[src/rtl/fetch_pkg.sv]
// Shared types and constants for the instruction-fetch sequencer.
package fetch_pkg;
    localparam int FETCH_DEPTH = 2;
    localparam int INSTR_W     = 32;
    localparam logic [INSTR_W-1:0] ZERO_INSTR = 32'd0;

    typedef enum logic [1:0] {IDLE, FETCH, DRAIN, HALT} state_e;

    typedef struct packed {
        logic [31:0]        pc;
        logic [INSTR_W-1:0] instr;
    } fetch_entry_t;
endpackage

[src/rtl/fetch_buf.sv]
// Two-entry FIFO of {pc, instr} between the IM return path and decode.
// Flush wins over push and pop in the same cycle.
module fetch_buf
    import fetch_pkg::*;
(
    input  logic         clk,
    input  logic         rst_n,
    input  logic         push,
    input  logic         pop,
    input  logic         flush,
    input  fetch_entry_t din,
    output logic [1:0]   occ,
    output logic         empty,
    output fetch_entry_t head
);
    fetch_entry_t mem_q [FETCH_DEPTH];
    logic         rd_q, wr_q;
    logic [1:0]   occ_q;
    logic         do_push, do_pop;

    assign do_push = push & ~flush;
    assign do_pop  = pop & ~flush & (occ_q != 2'd0);

    always_ff @(posedge clk or negedge rst_n) begin
        if (!rst_n) begin
            rd_q  <= 1'b0;
            wr_q  <= 1'b0;
            occ_q <= 2'd0;
            for (int i = 0; i < FETCH_DEPTH; i++) mem_q[i] <= '0;
        end else if (flush) begin
            rd_q  <= 1'b0;
            wr_q  <= 1'b0;
            occ_q <= 2'd0;
        end else begin
            if (do_push) begin
                mem_q[wr_q] <= din;
                wr_q        <= ~wr_q;
            end
            if (do_pop) rd_q <= ~rd_q;
            occ_q <= occ_q + {1'b0, do_push} - {1'b0, do_pop};
        end
    end

    assign occ   = occ_q;
    assign empty = (occ_q == 2'd0);
    assign head  = mem_q[rd_q];
endmodule

[src/rtl/fetch_ctrl.sv]
// Fetch sequencer: owns the PC, tracks the one-cycle IM read latency and
// hands {pc, instr} to decode, with redirect, backpressure and halt-on-zero.
module fetch_ctrl
    import fetch_pkg::*;
#(
    parameter logic [31:0] RESET_PC     = 32'd0,
    parameter logic [31:0] PC_STEP      = 32'd4,
    parameter bit          STOP_ON_ZERO = 1'b1
) (
    input  logic        clk,
    input  logic        rst_n,
    input  logic        start,
    output logic [31:0] im_pc,
    input  logic [31:0] im_instr,
    input  logic        redirect_valid,
    input  logic [31:0] redirect_pc,
    output logic        out_valid,
    input  logic        out_ready,
    output logic [31:0] out_pc,
    output logic [31:0] out_instr,
    output logic        busy,
    output logic        halted
);
    state_e       state_q;
    logic [31:0]  issue_pc_q, inflight_pc_q;
    logic         inflight_q, busy_q, halted_q;

    logic [1:0]   occ;
    logic         empty, pop, push, redir, capture, zero_word, issue_en;
    logic [2:0]   credit;
    fetch_entry_t head, din;

    assign redir     = redirect_valid & ((state_q == FETCH) | (state_q == DRAIN));
    assign out_valid = ~empty & ~redirect_valid;
    assign pop       = out_valid & out_ready;

    assign zero_word = STOP_ON_ZERO && (im_instr == ZERO_INSTR);
    assign capture   = inflight_q && (state_q == FETCH) && !redir;
    assign push      = capture && !zero_word;

    // Count buffered, in-flight and leaving words so a returning word always has a slot.
    assign credit   = {1'b0, occ} + {2'b00, inflight_q} - {2'b00, pop};
    assign issue_en = (state_q == FETCH) && !redir && (credit < 3'd2);

    assign din.pc    = inflight_pc_q;
    assign din.instr = im_instr;

    fetch_buf u_buf (
        .clk   (clk),
        .rst_n (rst_n),
        .push  (push),
        .pop   (pop),
        .flush (redir),
        .din   (din),
        .occ   (occ),
        .empty (empty),
        .head  (head)
    );

    always_ff @(posedge clk or negedge rst_n) begin
        if (!rst_n) begin
            state_q       <= IDLE;
            issue_pc_q    <= RESET_PC;
            inflight_pc_q <= 32'd0;
            inflight_q    <= 1'b0;
            busy_q        <= 1'b0;
            halted_q      <= 1'b0;
        end else begin
            inflight_q <= issue_en;
            if (issue_en) begin
                inflight_pc_q <= issue_pc_q;
                issue_pc_q    <= issue_pc_q + PC_STEP;
            end
            if (redir) begin
                issue_pc_q <= redirect_pc & ~32'd3;
                state_q    <= FETCH;
                busy_q     <= 1'b1;
                halted_q   <= 1'b0;
            end else begin
                case (state_q)
                    IDLE, HALT: if (start) begin
                        state_q    <= FETCH;
                        issue_pc_q <= RESET_PC;
                        busy_q     <= 1'b1;
                        halted_q   <= 1'b0;
                    end
                    FETCH: if (capture && zero_word) state_q <= DRAIN;
                    DRAIN: if (empty) begin
                        state_q  <= HALT;
                        busy_q   <= 1'b0;
                        halted_q <= 1'b1;
                    end
                    default: state_q <= IDLE;
                endcase
            end
        end
    end

    assign im_pc     = issue_pc_q;
    assign out_pc    = empty ? 32'd0 : head.pc;
    assign out_instr = empty ? 32'd0 : head.instr;
    assign busy      = busy_q;
    assign halted    = halted_q;
endmodule

[config.mk]
export PLATFORM = sky130hd
export DESIGN_NAME = fetch_ctrl
export DESIGN_NICKNAME = d
export VERILOG_FILES = /design/src/rtl/fetch_pkg.sv /design/src/rtl/fetch_buf.sv /design/src/rtl/fetch_ctrl.sv
export SDC_FILE = /design/constraint.sdc
export NUM_CORES = 1
export LEC_CHECK = 0
export CELL_PAD_IN_SITES_DETAIL_PLACEMENT = 0
export CELL_PAD_IN_SITES_GLOBAL_PLACEMENT = 1
export CORE_MARGIN = 2
export CORE_UTILIZATION = 38
export DETAILED_ROUTE_END_ITERATION = 10
export GPL_ROUTABILITY_DRIVEN = 0
export GPL_TIMING_DRIVEN = 0
export PLACE_DENSITY = 0.73
export REMOVE_ABC_BUFFERS = 1
export SYNTH_ARGS = -nofsm -noshare
export SYNTH_HDL_FRONTEND = slang
export SYNTH_SLANG_ARGS = --single-unit
[constraint.sdc]
create_clock -name clk -period 3.3 [get_ports clk]
set_input_delay 0.66 -clock clk [delete_from_list [all_inputs] [get_ports clk]]
set_output_delay 0.66 -clock clk [all_outputs]
set_load 0.01 [all_outputs]
======== Yosys cells after proc, flatten, opt, wreduce, memory -nomap -nowiden ========
Index checks and enable logic that the tools add are counted.
storage, ports and cells
  flip-flop bits (word level) ............. 201
  input port bits ......................... 69
  output and inout bits ................... 99
  logic and storage cells ................. 92
operators by class
  add/sub/neg operators ................... 5
  magnitude comparators ................... 4
  equality and inequality tests ........... 6
  muxes and demuxes ....................... 30
  bitwise gates (word level) .............. 14
  reductions and logical operators ........ 20
operator list
  kind                                                                           count
  64-bit 2-to-1 mux                                                              4
  32-bit 2-to-1 mux                                                              6
  128-bit bitwise mux                                                            1
  64-bit demux with 1-bit select                                                 1
  32-bit by 3-bit adder with 32-bit output (second input constant)               1
  32-bit logical NOT                                                             1
  1-bit 2-to-1 mux                                                               10
  2-bit 2-to-1 mux                                                               5
  1-bit logical AND                                                              7
  1-bit bitwise AND                                                              6
  3-bit inequality test (second input constant)                                  2
  2-bit one-hot mux with 3 select lines                                          1
  3-bit AND reduction                                                            2
  2-bit nonzero test                                                             3
  1-bit NOT                                                                      5
  2-bit == test (second input constant)                                          2
  2-bit >= comparator (second input constant)                                    2
  2-bit logical NOT                                                              2
  1-bit NOT with 2-bit output                                                    2
  1-bit one-hot mux with 2 select lines                                          2
  2-bit by 1-bit adder with 3-bit output                                         1
  3-bit by 2-bit less-than comparator with 1-bit output (second input constant)  1
  3-bit by 2-bit inequality test with 1-bit output (second input constant)       1
  3-bit nonzero test                                                             1
  9 further kinds                                                                10

======== Longest topological paths before layout ========
Gate-level depths: netlist of the first run.
  word-level depth ........................ 11
  mapped depth ............................ 13
  gate-level depth less buffers ........... 11

======== Cells and area by module ========
Synthesis of the first run repeated with hierarchy kept, for this count alone.
second synthesis, totals
  cell total of the unflattened synthesis .. 812
  area total of the unflattened synthesis .. 10,062.2 um^2
by module, submodules not included
  module      instances  cells an instance  area each (um^2)  seq. area each (um^2)
  fetch_buf   1          363                6,316.1           3,303.2
  fetch_ctrl  1          449                3,746.1           1,626.6

======== Worst setup path before layout of the first run ========
No wires, ideal clock.
  path kind ............................... register -> register
  start point ............................. register u_buf.occ_q[1], in the netlist u_buf.occ[1]
  end point ............................... register inflight_pc_q[10]
  data arrival time ....................... 3,442 ps
  path slack .............................. -267 ps
  stages on the path, launching flop included .. 12
  buffers on the path ..................... 2
  cells stage by stage .................... dfrtp_1 > clkbuf_1 > nor2_1 > nor2_1 > and2_1 > ha_1 > nand2b_1 > fa_1 > nand2_1 > nor3_1 > clkbuf_1 > mux2_2
between the ends
  longest elaborated chain between the ends .. 7
ends and longest elaborated chain
  item                                                   line              source
  start, declared                                        fetch_buf.sv:18   logic [1:0] occ_q;
  start signal, assigned                                 fetch_buf.sv:40   occ_q <= occ_q + {1'b0, do_push} - {1'b0, do_pop};
  2-bit logical NOT                                      fetch_buf.sv:45   assign empty = (occ_q == 2'd0);
  1-bit NOT                                              fetch_ctrl.sv:34  assign out_valid = ~empty & ~redirect_valid;
  1-bit bitwise AND                                      fetch_ctrl.sv:34
  via out_valid                                          fetch_ctrl.sv:17  output logic out_valid,
  1-bit bitwise AND                                      fetch_ctrl.sv:35  assign pop = out_valid & out_ready;
  3-bit by 1-bit subtractor with 3-bit output            fetch_ctrl.sv:42  assign credit = {1'b0, occ} + {2'b00, inflight_q} - {2'b00, pop};
  3-bit by 2-bit less-than comparator with 1-bit output  fetch_ctrl.sv:43  assign issue_en = (state_q == FETCH) && !redir && (credit < 3'd2);
  1-bit logical AND                                      fetch_ctrl.sv:43
  end signal, assigned                                   fetch_ctrl.sv:71  inflight_pc_q <= issue_pc_q;
  end, declared                                          fetch_ctrl.sv:25  logic [31:0] issue_pc_q, inflight_pc_q;
The timed path passes the listed nets, and every way through them passes these cells.
A chain may end at the register's enable or synchronous reset.

======== Worst setup path after layout of the first run ========
  start point ............................. register u_buf.occ_q[1], in the netlist u_buf.occ[1]
  end point ............................... register issue_pc_q[24], in the netlist im_pc[24]
between the ends
  longest elaborated chain between the ends .. 11
ends and longest elaborated chain
  item                                                       line              source
  2-bit logical NOT                                          fetch_buf.sv:45
  1-bit NOT                                                  fetch_ctrl.sv:34
  1-bit bitwise AND                                          fetch_ctrl.sv:34
  1-bit bitwise AND                                          fetch_ctrl.sv:35
  3-bit by 1-bit subtractor with 3-bit output (*)            fetch_ctrl.sv:42
  3-bit by 2-bit less-than comparator with 1-bit output (*)  fetch_ctrl.sv:43
  1-bit logical AND (*)                                      fetch_ctrl.sv:43
  32-bit 2-to-1 mux (*)                                      fetch_ctrl.sv:70  if (issue_en) begin
  32-bit 2-to-1 mux                                          fetch_ctrl.sv:81  IDLE, HALT: if (start) begin
  32-bit 2-to-1 mux (*)                                      fetch_ctrl.sv:80  case (state_q)
  32-bit 2-to-1 mux (*)                                      fetch_ctrl.sv:74  if (redir) begin
  end signal, assigned                                       fetch_ctrl.sv:72  issue_pc_q <= issue_pc_q + PC_STEP;
  end signal, assigned                                       fetch_ctrl.sv:75  issue_pc_q <= redirect_pc & ~32'd3;
  end, declared                                              fetch_ctrl.sv:25
Mark *: on every way between the ends. The rest lies on a longest branch, timed or not.

==> metrics.json, run 1 <==
{
  "path_depth": 11,
  "ctsLongestPathBuffers": 2,
  "ios": 168,
  "syn-cell-area_um2": 8920,
  "detailedRoute.firstPassIterationCount": 4,
  "timing.max_cap.violations": 0,
  "clock_latency_ns": 0.43,
  "die_area_um2": 24700,
  "outcome": "finished, final reports clean",
  "cts_num_sinks": 193,
  "vias_per_cell": 4.97,
  "placed_cells": 1183,
  "tightest_slew_ns": 0.961,
  "synthDominantAreaCellType": "sky130_fd_sc_hd__dfrtp_1",
  "ctsRootBufferMaster": "sky130_fd_sc_hd__clkbuf_16",
  "timing.critical_path.cells": "nor2_4 -> nor2_1 -> and2_1 -> ha_1 -> nand2b_1 -> fa_1 -> and2_1 -> nand4_1 -> nor4_1 -> xnor2_1 -> o21ai_0",
  "synth_area_leaders": "sky130_fd_sc_hd__dfrtp_1, sky130_fd_sc_hd__mux2_2, sky130_fd_sc_hd__mux2i_1, sky130_fd_sc_hd__nor2_1, sky130_fd_sc_hd__nand2_1",
  "cp_data_arrival_time_ns": 3.39,
  "detail_route.wirelength_um": 21900,
  "layout-drive-gt1-share_pct": 24.6,
  "timing.fmax_mhz": 320,
  "tritoncts": "yes",
  "initial_utilization_pct": 38.3,
  "finalNonFillerCells": 1228,
  "antenna_violations_before_repair": 0,
  "io_buffers": 161,
  "max_stage_delay_ns": 0.51,
  "timing.final.setup_violations": 0,
  "synth_seq_cells": 193,
  "tritoncts.num_buffers": 17,
  "synth-warning-count": 0,
  "mean_instance_size_in_the_synthesized_netlist_um2": 12.2,
  "stdcell_area_um2": 11800,
  "max_slew_margin_pct": 35.8,
  "core.rowCount": 56,
  "place_area_um2": 11000,
  "critical_path_class": "flop to flop",
  "cp.required_ns": 3.57,
  "worst-path-max-fanout": 8,
  "grt_max_degree": 109,
  "drc": 0,
  "reg2reg_from": "u_buf.occ[1]",
  "critical-path-top-cell-by-count": "sky130_fd_sc_hd__and2_1",
  "distinct_cell_type_count_after_synthesis": 41,
  "grt_setup_unrepaired": "yes",
  "final_common_cell": "sky130_fd_sc_hd__dfrtp_1",
  "cts-hold-fix-buffers": 0,
  "floorplan.die.width_um": 157,
  "global_route_wire_length_before_repair_um": 34100,
  "placeableCoreArea_um2": 23300,
  "worstRegToRegCells": 11,
  "start_kind": "flop",
  "hpwl_after_detailed_placement_um": 14500,
  "finalHoldViolations": 0,
  "final_net_count": 972,
  "first_global_vias": 6162,
  "crit-reg2reg-capture": "im_pc[24]",
  "cts_max_level": 4,
  "peakVddDrop_uv": 364,
  "gr-usage-all-layers_pct": 18.0,
  "flow.area_growth_from_synthesis_pct": 31.9,
  "power_leakage_nw": 4.82,
  "worstSetupEndpointType": "flop",
  "worst_clock_skew_ns": 0.0152,
  "postRouteAntennaNets": 0,
  "gr-total-overflow": 0,
  "p_total_mw": 10.4,
  "avgRoutedWirePerCell_um": 17.8,
  "reg2reg_setup_slack_ns": 0.18,
  "setup_ws_ns": 0.176,
  "multi_input_area_um2": 3940,
  "min-delay-path-class": "input port to asynchronous set/reset pin",
  "worst_path_max_delay_cell": "sky130_fd_sc_hd__fa_1",
  "ff_latch_area_um2": 4840,
  "finalHoldWorstSlack_ns": 0.217,
  "fillers": 2112,
  "most-common-layout-cells": "sky130_fd_sc_hd__dfrtp_1, sky130_fd_sc_hd__clkdlybuf4s50_1, sky130_fd_sc_hd__mux2_2",
  "syn_inst": 731,
  "seq_area_frac_synth_pct": 54.1,
  "fin_crit_ns": 3.12,
  "dpl_worst_slack_ns": -0.773,
  "num_vias": 6098,
  "drt-initial-drc-count": 307,
  "clk_pin_slew_ns": 0.08,
  "critical_path.top_delay_family": "simple AND/OR/NAND/NOR gates",
  "pwr_density_cell_nw_per_um2": 886,
  "num_antenna_cells": 0,
  "chipHeight_um": 157,
  "finalCritPeriodShare_pct": 94.7,
  "yosysTopAreaCellShare_pct": 54.1,
  "cp_num_buf_inv": 0,
  "finalMaxSlewViolations": 0
}
## state kept, by name (all words and copies together) (netlist names)
register,count
inflight_q,1
state_q,2
im_pc,30
u_buf.mem_q,124
inflight_pc_q,30
u_buf.occ,2
busy,1
u_buf.wr_q,1
halted,1
u_buf.rd_q,1
## metrics by stage
| step | TNS [ns] | util, % |
|---|---|---|
| CTS | 0 | 50.4 |
| floorplan | -269.64 | - |
| detailed placement | -54.82 | 47.5 |
| global route | -0.0407 | 50.6 |
| finish | 0 | 50.6 |
| global placement | -2264.82 | 46.2 |
## layer usage
| layer | share of wire (%) | GRT usage (%) | vias up | routed length (µm) |
|---|---|---|---|---|
| met1 | 49 | 25.5 | 3050 | 10800 |
| met4 | 1.5 | 4.76 | 0 | 326 |
| met2 | 45 | 28.1 | 132 | 9840 |
| met3 | 4.0 | 3.74 | 18 | 884 |
| li1 | - | - | 2898 | - |
| met5 | 0 | 0 | - | 0 |
## synth_stat cells (all sizes together)
| library cell | n |
|---|---|
| a2111o | 1 |
| a21oi | 5 |
| a32oi | 1 |
| and2 | 7 |
| and3 | 2 |
| and4 | 5 |
| buf | 18 |
| clkbuf | 25 |
| conb | 1 |
| dfrtp | 193 |
| fa | 1 |
| ha | 6 |
| inv | 11 |
| mux2 | 154 |
| mux2i | 63 |
| nand2 | 44 |
| nand2b | 2 |
| nand3 | 14 |
| nand4 | 14 |
| nand4bb | 1 |
| nor2 | 69 |
| nor2b | 2 |
| nor3 | 4 |
| nor3b | 1 |
| nor4 | 14 |
| nor4b | 1 |
| o211ai | 2 |
| o21ai | 31 |
| o22a | 1 |
| o22ai | 1 |
| o311ai | 1 |
| or3 | 1 |
| or4 | 2 |
| or4b | 1 |
| xnor2 | 15 |
| xor2 | 17 |
## kinds of logic after synthesis
kind of cell / Yosys count / synth area share, %
mux: 217 / 26.5
flops: 193 / 54.1
fa+ha+maj: 7 / 1.07
compound gates: 43 / 2.68
buf+inv: 54 / 2.55
other cells: 1 / 0.0420
simple gates: 184 / 9.87
xor+xnor: 32 / 3.14
## repair_timing
action / CTS / global route
hold endpoints to repair: 0 / 0
pin swaps: 2 / 1
cloned: 2 / 0
buffers inserted: 7 / 4
resized for setup: 5 / 3
setup endpoints to repair: 88 / 8
## where the power goes
group	total, mW	leakage (nW)	switching, mW	internal [mW]
registers	4.09	2.38	0.683	3.40
logic	4.20	2.16	1.77	2.43
clock network	2.14	0.289	0.962	1.18
total	10.4	4.82	3.41	7.02
## final cells by class
cell class	count	share of cell area [%]
flip-flops and latches	193	41.1
repair buffers	185	16.5
clock inverters	12	1.29
inverters	11	0.351
multi-input cells	488	33.5
clock buffers	20	3.88
well taps	319	3.39
## worst max path at each step
| stage | startpoint | to | slack (ns) |
|---|---|---|---|
| final | u_buf.occ[1] | im_pc[24] | 0.18 |
| after global routing | u_buf.occ[1] | im_pc[24] | -0.03 |
| after CTS | u_buf.occ[1] | im_pc[31] | 0.05 |
| after detailed placement | redirect_valid | inflight_pc_q[22] | -0.77 |
| after global placement | u_buf.occ[1] | im_pc[5] | -7.87 |
| after floorplan | u_buf.occ[1] | im_pc[5] | -3.81 |
(Power assumes the default switching activity.)
==> run 2: changes to the inputs <==
--- a/config.mk
+++ b/config.mk
@@ -7,12 +7,11 @@
 export LEC_CHECK = 0
 export CELL_PAD_IN_SITES_DETAIL_PLACEMENT = 0
 export CELL_PAD_IN_SITES_GLOBAL_PLACEMENT = 1
-export CORE_MARGIN = 2
-export CORE_UTILIZATION = 38
+export CORE_UTILIZATION = 42
 export DETAILED_ROUTE_END_ITERATION = 10
 export GPL_ROUTABILITY_DRIVEN = 0
 export GPL_TIMING_DRIVEN = 0
-export PLACE_DENSITY = 0.73
+export PLACE_DENSITY = 0.76
 export REMOVE_ABC_BUFFERS = 1
 export SYNTH_ARGS = -nofsm -noshare
 export SYNTH_HDL_FRONTEND = slang
==> constraint.sdc (replaced) <==
create_clock -name clk -period 3.4 [get_ports clk]
set_input_delay 0.68 -clock clk [delete_from_list [all_inputs] [get_ports clk]]
set_output_delay 0.68 -clock clk [all_outputs]
set_load 0.01 [all_outputs]
==> metrics.json, run 2 (same netlist as run 1, synthesis figures left out) <==
{
  "finalCritPeriodShare": {"value": 96.0, "unit": "%", "change": "was 94.7%"},
  "seq_power_share": {"value": 39.3, "unit": "%", "change": "was 39.2%"},
  "worst-path-max-fanout": {"value": 5, "change": "was 8"},
  "final_common_cell": {"value": "sky130_fd_sc_hd__dfrtp_1", "change": "unchanged"},
  "critical_path_class": {"value": "flop to flop", "change": "unchanged"},
  "tightest_slew": {"value": 1.03, "unit": "ns", "change": "was 0.961 ns"},
  "share_comb_of_total_power": {"value": 41.4, "unit": "%", "change": "was 40.3%"},
  "timing.fmax": {"value": 306, "unit": "MHz", "change": "was 320 MHz"},
  "start_kind": {"value": "flop", "change": "unchanged"},
  "floorplan.die.width": {"value": 148, "unit": "µm", "change": "was 157 µm"},
  "p_int": {"value": 6.78, "unit": "mW", "change": "was 7.02 mW"},
  "peakVddDrop": {"value": 375, "unit": "µV", "change": "was 364 µV"},
  "drt-initial-drc-count": {"value": 255, "change": "was 307"},
  "timing.final.setup_violations": {"value": 0, "change": "unchanged"},
  "gr-usage-all-layers": {"value": 21.3, "unit": "%", "change": "was 18.0%"},
  "most-common-layout-cells": {"value": "sky130_fd_sc_hd__dfrtp_1, sky130_fd_sc_hd__clkdlybuf4s50_1, sky130_fd_sc_hd__mux2_2", "change": "unchanged"},
  "grt_max_degree": {"value": 113, "change": "was 109"},
  "cp_data_arrival_time": {"value": 3.55, "unit": "ns", "change": "was 3.39 ns"},
  "dpl_worst_slack": {"value": -0.648, "unit": "ns", "change": "was -0.773 ns"},
  "gr-total-overflow": {"value": 0, "change": "unchanged"},
  "pwr_density_cell": {"value": 866, "unit": "nW/µm²", "change": "was 886 nW/µm²"},
  "p_total": {"value": 10.2, "unit": "mW", "change": "was 10.4 mW"},
  "flow.area_growth_from_synthesis": {"value": 31.5, "unit": "%", "change": "was 31.9%"},
  "total_switching_power": {"value": 3.37, "unit": "mW", "change": "was 3.41 mW"},
  "io_buffers": {"value": 161, "change": "unchanged"},
  "power_leakage": {"value": 4.85, "unit": "nW", "change": "was 4.82 nW"},
  "fin_crit": {"value": 3.26, "unit": "ns", "change": "was 3.12 ns"},
  "core.rowCount": {"value": 52, "change": "was 56"},
  "critical_path.top_delay_family": {"value": "simple AND/OR/NAND/NOR gates", "change": "unchanged"},
  "antenna_violations_before_repair": {"value": 0, "change": "unchanged"},
  "worst_clock_skew": {"value": 0.0112, "unit": "ns", "change": "was 0.0152 ns"},
  "worst_path_max_delay_cell": {"value": "sky130_fd_sc_hd__fa_2", "change": "was sky130_fd_sc_hd__fa_1"},
  "max_stage_delay": {"value": 0.54, "unit": "ns", "change": "was 0.51 ns"},
  "num_vias": {"value": 6256, "change": "was 6098"},
  "timing.max_cap.violations": {"value": 0, "change": "unchanged"},
  "detail_route.wirelength": {"value": 22100, "unit": "µm", "change": "was 21900 µm"},
  "ios": {"value": 168, "change": "unchanged"},
  "detailedRoute.firstPassIterationCount": {"value": 4, "change": "unchanged"},
  "ctsRootBufferMaster": {"value": "sky130_fd_sc_hd__clkbuf_16", "change": "unchanged"},
  "postRouteAntennaNets": {"value": 0, "change": "unchanged"},
  "die_area": {"value": 21800, "unit": "µm²", "change": "was 24700 µm²"},
  "placeableCoreArea": {"value": 20600, "unit": "µm²", "change": "was 23300 µm²"},
  "drc": {"value": 0, "change": "unchanged"},
  "finalMaxSlewViolations": {"value": 0, "change": "unchanged"},
  "num_antenna_cells": {"value": 0, "change": "unchanged"},
  "layout-drive-gt1-share": {"value": 25.0, "unit": "%", "change": "was 24.6%"},
  "net_sw_share": {"value": 33.2, "unit": "%", "change": "was 32.7%"},
  "outcome": {"value": "finished, final reports clean", "change": "unchanged"},
  "final_net_count": {"value": 974, "change": "was 972"},
  "global_route_wire_length_before_repair": {"value": 35900, "unit": "µm", "change": "was 34100 µm"},
  "largest_reg_flops": {"value": 124, "change": "unchanged"},
  "fin_util": {"value": 57.1, "unit": "%", "change": "was 50.6%"},
  "first_global_vias": {"value": 6640, "change": "was 6162"},
  "max_slew_margin": {"value": 30.5, "unit": "%", "change": "was 35.8%"},
  "cts_max_level": {"value": 4, "change": "unchanged"},
  "avgRoutedWirePerCell": {"value": 18.7, "unit": "µm", "change": "was 17.8 µm"},
  "chipHeight": {"value": 148, "unit": "µm", "change": "was 157 µm"},
  "tritoncts": {"value": "yes", "change": "unchanged"},
  "initial_utilization": {"value": 43.4, "unit": "%", "change": "was 38.3%"},
  "worstSetupEndpointType": {"value": "flop", "change": "unchanged"},
  "min-delay-path-class": {"value": "input port to asynchronous set/reset pin", "change": "unchanged"},
  "hpwl_after_detailed_placement": {"value": 14900, "unit": "µm", "change": "was 14500 µm"},
  "pwr-share-clk": {"value": 19.3, "unit": "%", "change": "was 20.5%"},
  "tritoncts.num_buffers": {"value": 17, "change": "unchanged"},
  "clock_latency": {"value": 0.44, "unit": "ns", "change": "was 0.43 ns"},
  "fillers": {"value": 1750, "change": "was 2112"},
  "max_flop_register": {"value": "u_buf.mem_q", "change": "unchanged"},
  "clk_pin_slew": {"value": 0.07, "unit": "ns", "change": "was 0.08 ns"},
  "vias_per_cell": {"value": 5.30, "change": "was 4.97"},
  "cp.required": {"value": 3.68, "unit": "ns", "change": "was 3.57 ns"},
  "finalHoldViolations": {"value": 0, "change": "unchanged"},
  "setup_ws": {"value": 0.137, "unit": "ns", "change": "was 0.176 ns"},
  "cp_num_buf_inv": {"value": 2, "change": "was 0"},
  "ctsLongestPathBuffers": {"value": 2, "change": "unchanged"},
  "cts_num_sinks": {"value": 193, "change": "unchanged"},
  "timing.critical_path.cells": {"value": "nor2_4 -> clkbuf_16 -> nor2_2 -> and2_1 -> ha_1 -> nand2b_1 -> fa_2 -> nand2_2 -> nor4_4 -> buf_6 -> or4b_1 -> xor2_1 -> o21ai_1", "change": "was nor2_4 -> nor2_1 -> and2_1 -> ha_1 -> nand2b_1 -> fa_1 -> and2_1 -> nand4_1 -> nor4_1 -> xnor2_1 -> o21ai_0"}
}
==> run 2: repair_timing <==
action,4_1_cts,5_1_grt
resized for setup,5,6
endpoints found under the setup margin,85,4
pin swaps,4,3
buffers inserted,11,4
hold buffers,0,0
==> run 2: metal layers <==
metal | up-vias | GRT usage, % | wire length (µm)
li1 | 2900 | - | -
met1 | 3166 | 27.4 | 9860
met2 | 157 | 36.1 | 10900
met3 | 33 | 4.72 | 966
met4 | 0 | 6.24 | 378
met5 | - | 0 | 0
==> run 2: layout make-up <==
type / instances / area [µm²] / share of cell area, %
clock inverter: 13 / 128 / 1.09
timing repair buffer: 188 / 1990 / 16.9
clock buffer: 19 / 443 / 3.78
multi-input combinational: 487 / 3960 / 33.7
inverter: 11 / 41.3 / 0.352
tap: 270 / 338 / 2.88
sequential: 193 / 4830 / 41.2
==> run 2: worst reg2reg max path, cell delays in order (launching register included) <==
cell and delay (ns):
sky130_fd_sc_hd__dfrtp_2 0.44, sky130_fd_sc_hd__nor2_4 0.14, sky130_fd_sc_hd__clkbuf_16 0.15, sky130_fd_sc_hd__nor2_2 0.04
sky130_fd_sc_hd__and2_1 0.17, sky130_fd_sc_hd__ha_1 0.26, sky130_fd_sc_hd__nand2b_1 0.16, sky130_fd_sc_hd__fa_2 0.54
sky130_fd_sc_hd__nand2_2 0.09, sky130_fd_sc_hd__nor4_4 0.28, sky130_fd_sc_hd__buf_6 0.18, sky130_fd_sc_hd__or4b_1 0.46
sky130_fd_sc_hd__xor2_1 0.15, sky130_fd_sc_hd__o21ai_1 0.07
==> run 2: final timing paths <==
path                                 start              end  slack, ns  depth (start not counted)
max                           u_buf.occ[1]        im_pc[31]       0.14                         13
min reg2reg                u_buf.mem_q[18]  u_buf.mem_q[18]       0.51                          1
max in group asynchronous            rst_n     u_buf.occ[1]       2.17                          2
max reg2reg                   u_buf.occ[1]        im_pc[31]       0.14                         13
min                                  rst_n  u_buf.mem_q[30]       0.24                          1
min in group clk           u_buf.mem_q[18]  u_buf.mem_q[18]       0.51                          1
==> run 2: power groups by stage <==
| stage | Sequential, mW | Combinational (mW) | Clock (mW) |
|---|---|---|---|
| floorplan | 3.83 | 2.42 | 0 |
| global placement | 3.91 | 3.52 | 0 |
| detailed placement | 4.04 | 4.08 | 0 |
| CTS | 3.99 | 4.24 | 2.01 |
| global route | 4.14 | 4.55 | 2.11 |
| finish | 3.99 | 4.20 | 1.96 |
==> run 2: stage by stage <==
step	area, µm²	std cells	hold slack, ns	setup TNS (ns)
2_1_floorplan	8750	691	0.384	-252.81
3_3_place_gp	10700	1122	0.487	-2105.29
3_5_place_dp	11000	1134	0.493	-40.41
4_1_cts	11700	1177	0.255	0
5_1_grt	11700	1181	0.286	-0.00962
6_report	11700	1181	0.242	0
==> run 3: changes to the inputs <==
--- a/config.mk
+++ b/config.mk
@@ -13,6 +13,7 @@
 export GPL_TIMING_DRIVEN = 0
 export PLACE_DENSITY = 0.76
 export REMOVE_ABC_BUFFERS = 1
+export SKIP_CTS_REPAIR_TIMING = 1
 export SYNTH_ARGS = -nofsm -noshare
 export SYNTH_HDL_FRONTEND = slang
 export SYNTH_SLANG_ARGS = --single-unit
==> metrics.json, run 3 (same netlist as run 1, synthesis figures left out) <==
{
  "dpl_worst_slack": {"value": -0.648, "unit": "ns", "change": "unchanged"},
  "timing.critical_path.from": {"value": "u_buf.occ[1]", "change": "unchanged"},
  "hpwl_after_detailed_placement": {"value": 14900, "unit": "µm", "change": "unchanged"},
  "setup_ws": {"value": 0.148, "unit": "ns", "change": "was 0.137 ns"},
  "max_slew_margin": {"value": 28.7, "unit": "%", "change": "was 30.5%"},
  "drc": {"value": 0, "change": "unchanged"},
  "core.rowCount": {"value": 52, "change": "unchanged"},
  "gr-usage-all-layers": {"value": 21.2, "unit": "%", "change": "was 21.3%"},
  "detailedRoute.firstPassIterationCount": {"value": 4, "change": "unchanged"},
  "cts_num_sinks": {"value": 193, "change": "unchanged"},
  "critical_path_class": {"value": "flop to flop", "change": "unchanged"},
  "tritoncts.num_buffers": {"value": 17, "change": "unchanged"},
  "vias_per_cell": {"value": 5.28, "change": "was 5.30"},
  "layout-drive-gt1-share": {"value": 25.4, "unit": "%", "change": "was 25.0%"},
  "grt_max_degree": {"value": 113, "change": "unchanged"},
  "first_global_vias": {"value": 6565, "change": "was 6640"},
  "min-delay-path-class": {"value": "input port to asynchronous set/reset pin", "change": "unchanged"},
  "fin_crit": {"value": 3.25, "unit": "ns", "change": "was 3.26 ns"},
  "ctsRootBufferMaster": {"value": "sky130_fd_sc_hd__clkbuf_16", "change": "unchanged"},
  "die_area": {"value": 21800, "unit": "µm²", "change": "unchanged"},
  "final_common_cell": {"value": "sky130_fd_sc_hd__dfrtp_1", "change": "unchanged"},
  "io_buffers": {"value": 161, "change": "unchanged"},
  "antenna_violations_before_repair": {"value": 0, "change": "unchanged"},
  "fillers": {"value": 1747, "change": "was 1750"},
  "gr-total-overflow": {"value": 0, "change": "unchanged"},
  "initial_utilization": {"value": 43.4, "unit": "%", "change": "unchanged"},
  "chipHeight": {"value": 148, "unit": "µm", "change": "unchanged"},
  "power_leakage": {"value": 4.86, "unit": "nW", "change": "was 4.85 nW"},
  "placeableCoreArea": {"value": 20600, "unit": "µm²", "change": "unchanged"},
  "flow.area_growth_from_synthesis": {"value": 31.6, "unit": "%", "change": "was 31.5%"},
  "most-common-layout-cells": {"value": "sky130_fd_sc_hd__dfrtp_1, sky130_fd_sc_hd__clkdlybuf4s50_1, sky130_fd_sc_hd__mux2_2", "change": "unchanged"},
  "clock_latency": {"value": 0.44, "unit": "ns", "change": "about the same"},
  "global_route_wire_length_before_repair": {"value": 35700, "unit": "µm", "change": "was 35900 µm"},
  "reg2reg_from": {"value": "u_buf.occ[1]", "change": "unchanged"},
  "ios": {"value": 168, "change": "unchanged"},
  "tritoncts": {"value": "yes", "change": "unchanged"},
  "postRouteAntennaNets": {"value": 0, "change": "unchanged"},
  "final_net_count": {"value": 974, "change": "unchanged"},
  "pwr_density_cell": {"value": 865, "unit": "nW/µm²", "change": "was 866 nW/µm²"},
  "max_flop_register": {"value": "u_buf.mem_q", "change": "unchanged"},
  "timing.max_cap.violations": {"value": 0, "change": "unchanged"},
  "reg2reg_setup_slack": {"value": 0.15, "unit": "ns", "change": "was 0.14 ns"},
  "finalMaxSlewViolations": {"value": 0, "change": "unchanged"},
  "num_vias": {"value": 6235, "change": "was 6256"},
  "worst_clock_skew": {"value": 0.0132, "unit": "ns", "change": "was 0.0112 ns"},
  "finalCritPeriodShare": {"value": 95.6, "unit": "%", "change": "was 96.0%"},
  "cp.required": {"value": 3.68, "unit": "ns", "change": "about the same"},
  "num_antenna_cells": {"value": 0, "change": "unchanged"},
  "ctsLongestPathBuffers": {"value": 2, "change": "unchanged"},
  "worstSetupEndpointType": {"value": "flop", "change": "unchanged"},
  "timing.fmax": {"value": 308, "unit": "MHz", "change": "was 306 MHz"},
  "tns_setup": {"value": 0, "unit": "ns", "change": "unchanged"},
  "worst-path-max-fanout": {"value": 7, "change": "was 5"},
  "peakVddDrop": {"value": 372, "unit": "µV", "change": "was 375 µV"},
  "drt-initial-drc-count": {"value": 256, "change": "was 255"},
  "p_total": {"value": 10.2, "unit": "mW", "change": "about the same"},
  "tightest_slew": {"value": 1.06, "unit": "ns", "change": "was 1.03 ns"},
  "start_kind": {"value": "flop", "change": "unchanged"},
  "avgRoutedWirePerCell": {"value": 18.7, "unit": "µm", "change": "about the same"},
  "clk_pin_slew": {"value": 0.07, "unit": "ns", "change": "about the same"},
  "outcome": {"value": "finished, final reports clean", "change": "unchanged"},
  "largest_reg_flops": {"value": 124, "change": "unchanged"},
  "finalHoldViolations": {"value": 0, "change": "unchanged"},
  "cp_data_arrival_time": {"value": 3.53, "unit": "ns", "change": "was 3.55 ns"},
  "cts_max_level": {"value": 4, "change": "unchanged"},
  "detail_route.wirelength": {"value": 22100, "unit": "µm", "change": "about the same"},
  "floorplan.die.width": {"value": 148, "unit": "µm", "change": "unchanged"},
  "timing.final.setup_violations": {"value": 0, "change": "unchanged"}
}
-- run 3: cell counts in the layout (fill, tap and decap cells not counted) --
Identical to the previous run, type by type.
-- run 3: cell type report --
class,count,area (µm²),area share [%]
Sequential cell,193,4830,41.2
Multi-Input combinational cell,487,3980,33.9
Timing Repair Buffer,188,1980,16.8
Clock buffer,19,443,3.77
Tap cell,270,338,2.88
Clock inverter,13,128,1.09
Inverter,11,41.3,0.352
-- run 3: report_power, final --
| part | switching (mW) | internal, mW | leakage (nW) |
|---|---|---|---|
| Sequential | 0.694 | 3.30 | 2.38 |
| Combinational | 1.77 | 2.43 | 2.21 |
| Clock | 0.908 | 1.05 | 0.271 |
| Total | 3.38 | 6.78 | 4.86 |
-- run 3: through the flow --
step                      instance area (µm²)  hold WS [ns]  instances  utilization [%]
after CTS                               11600         0.255       1166             56.2
after global placement                  10700         0.487       1122             52.0
after global routing                    11700         0.286       1181             57.1
after floorplan                          8750         0.384        691                -
final                                   11700         0.244       1181             57.1
after detailed placement                11000         0.493       1134             53.4
-- run 3: metal layers --
metal | GRT usage [%] | part of all wire (%) | vias up
met1 | 27.3 | 45 | 3153
met3 | 4.69 | 4.5 | 26
met4 | 5.82 | 1.1 | 0
met2 | 35.8 | 50 | 158
li1 | - | - | 2898
met5 | 0 | 0 | -
-- run 3: final timing paths --
check	to	cells past startpoint
max reg2reg	im_pc[31]	13
max	im_pc[31]	13
min reg2reg	u_buf.mem_q[18]	1
min	u_buf.mem_q[30]	1
max in group asynchronous	u_buf.occ[1]	2
min in group clk	u_buf.mem_q[18]	1
-- run 3: critical path: stages, from the launching register on --
cell	delay, ns
sky130_fd_sc_hd__dfrtp_2	0.45
sky130_fd_sc_hd__nor2_4	0.12
sky130_fd_sc_hd__clkbuf_16	0.14
sky130_fd_sc_hd__nor2_2	0.04
sky130_fd_sc_hd__and2_4	0.15
sky130_fd_sc_hd__ha_4	0.20
sky130_fd_sc_hd__nand2b_4	0.13
sky130_fd_sc_hd__fa_1	0.56
sky130_fd_sc_hd__nand2_2	0.09
sky130_fd_sc_hd__nor4_4	0.36
sky130_fd_sc_hd__buf_6	0.19
sky130_fd_sc_hd__or4b_4	0.46
sky130_fd_sc_hd__xor2_1	0.14
sky130_fd_sc_hd__o21ai_1	0.07
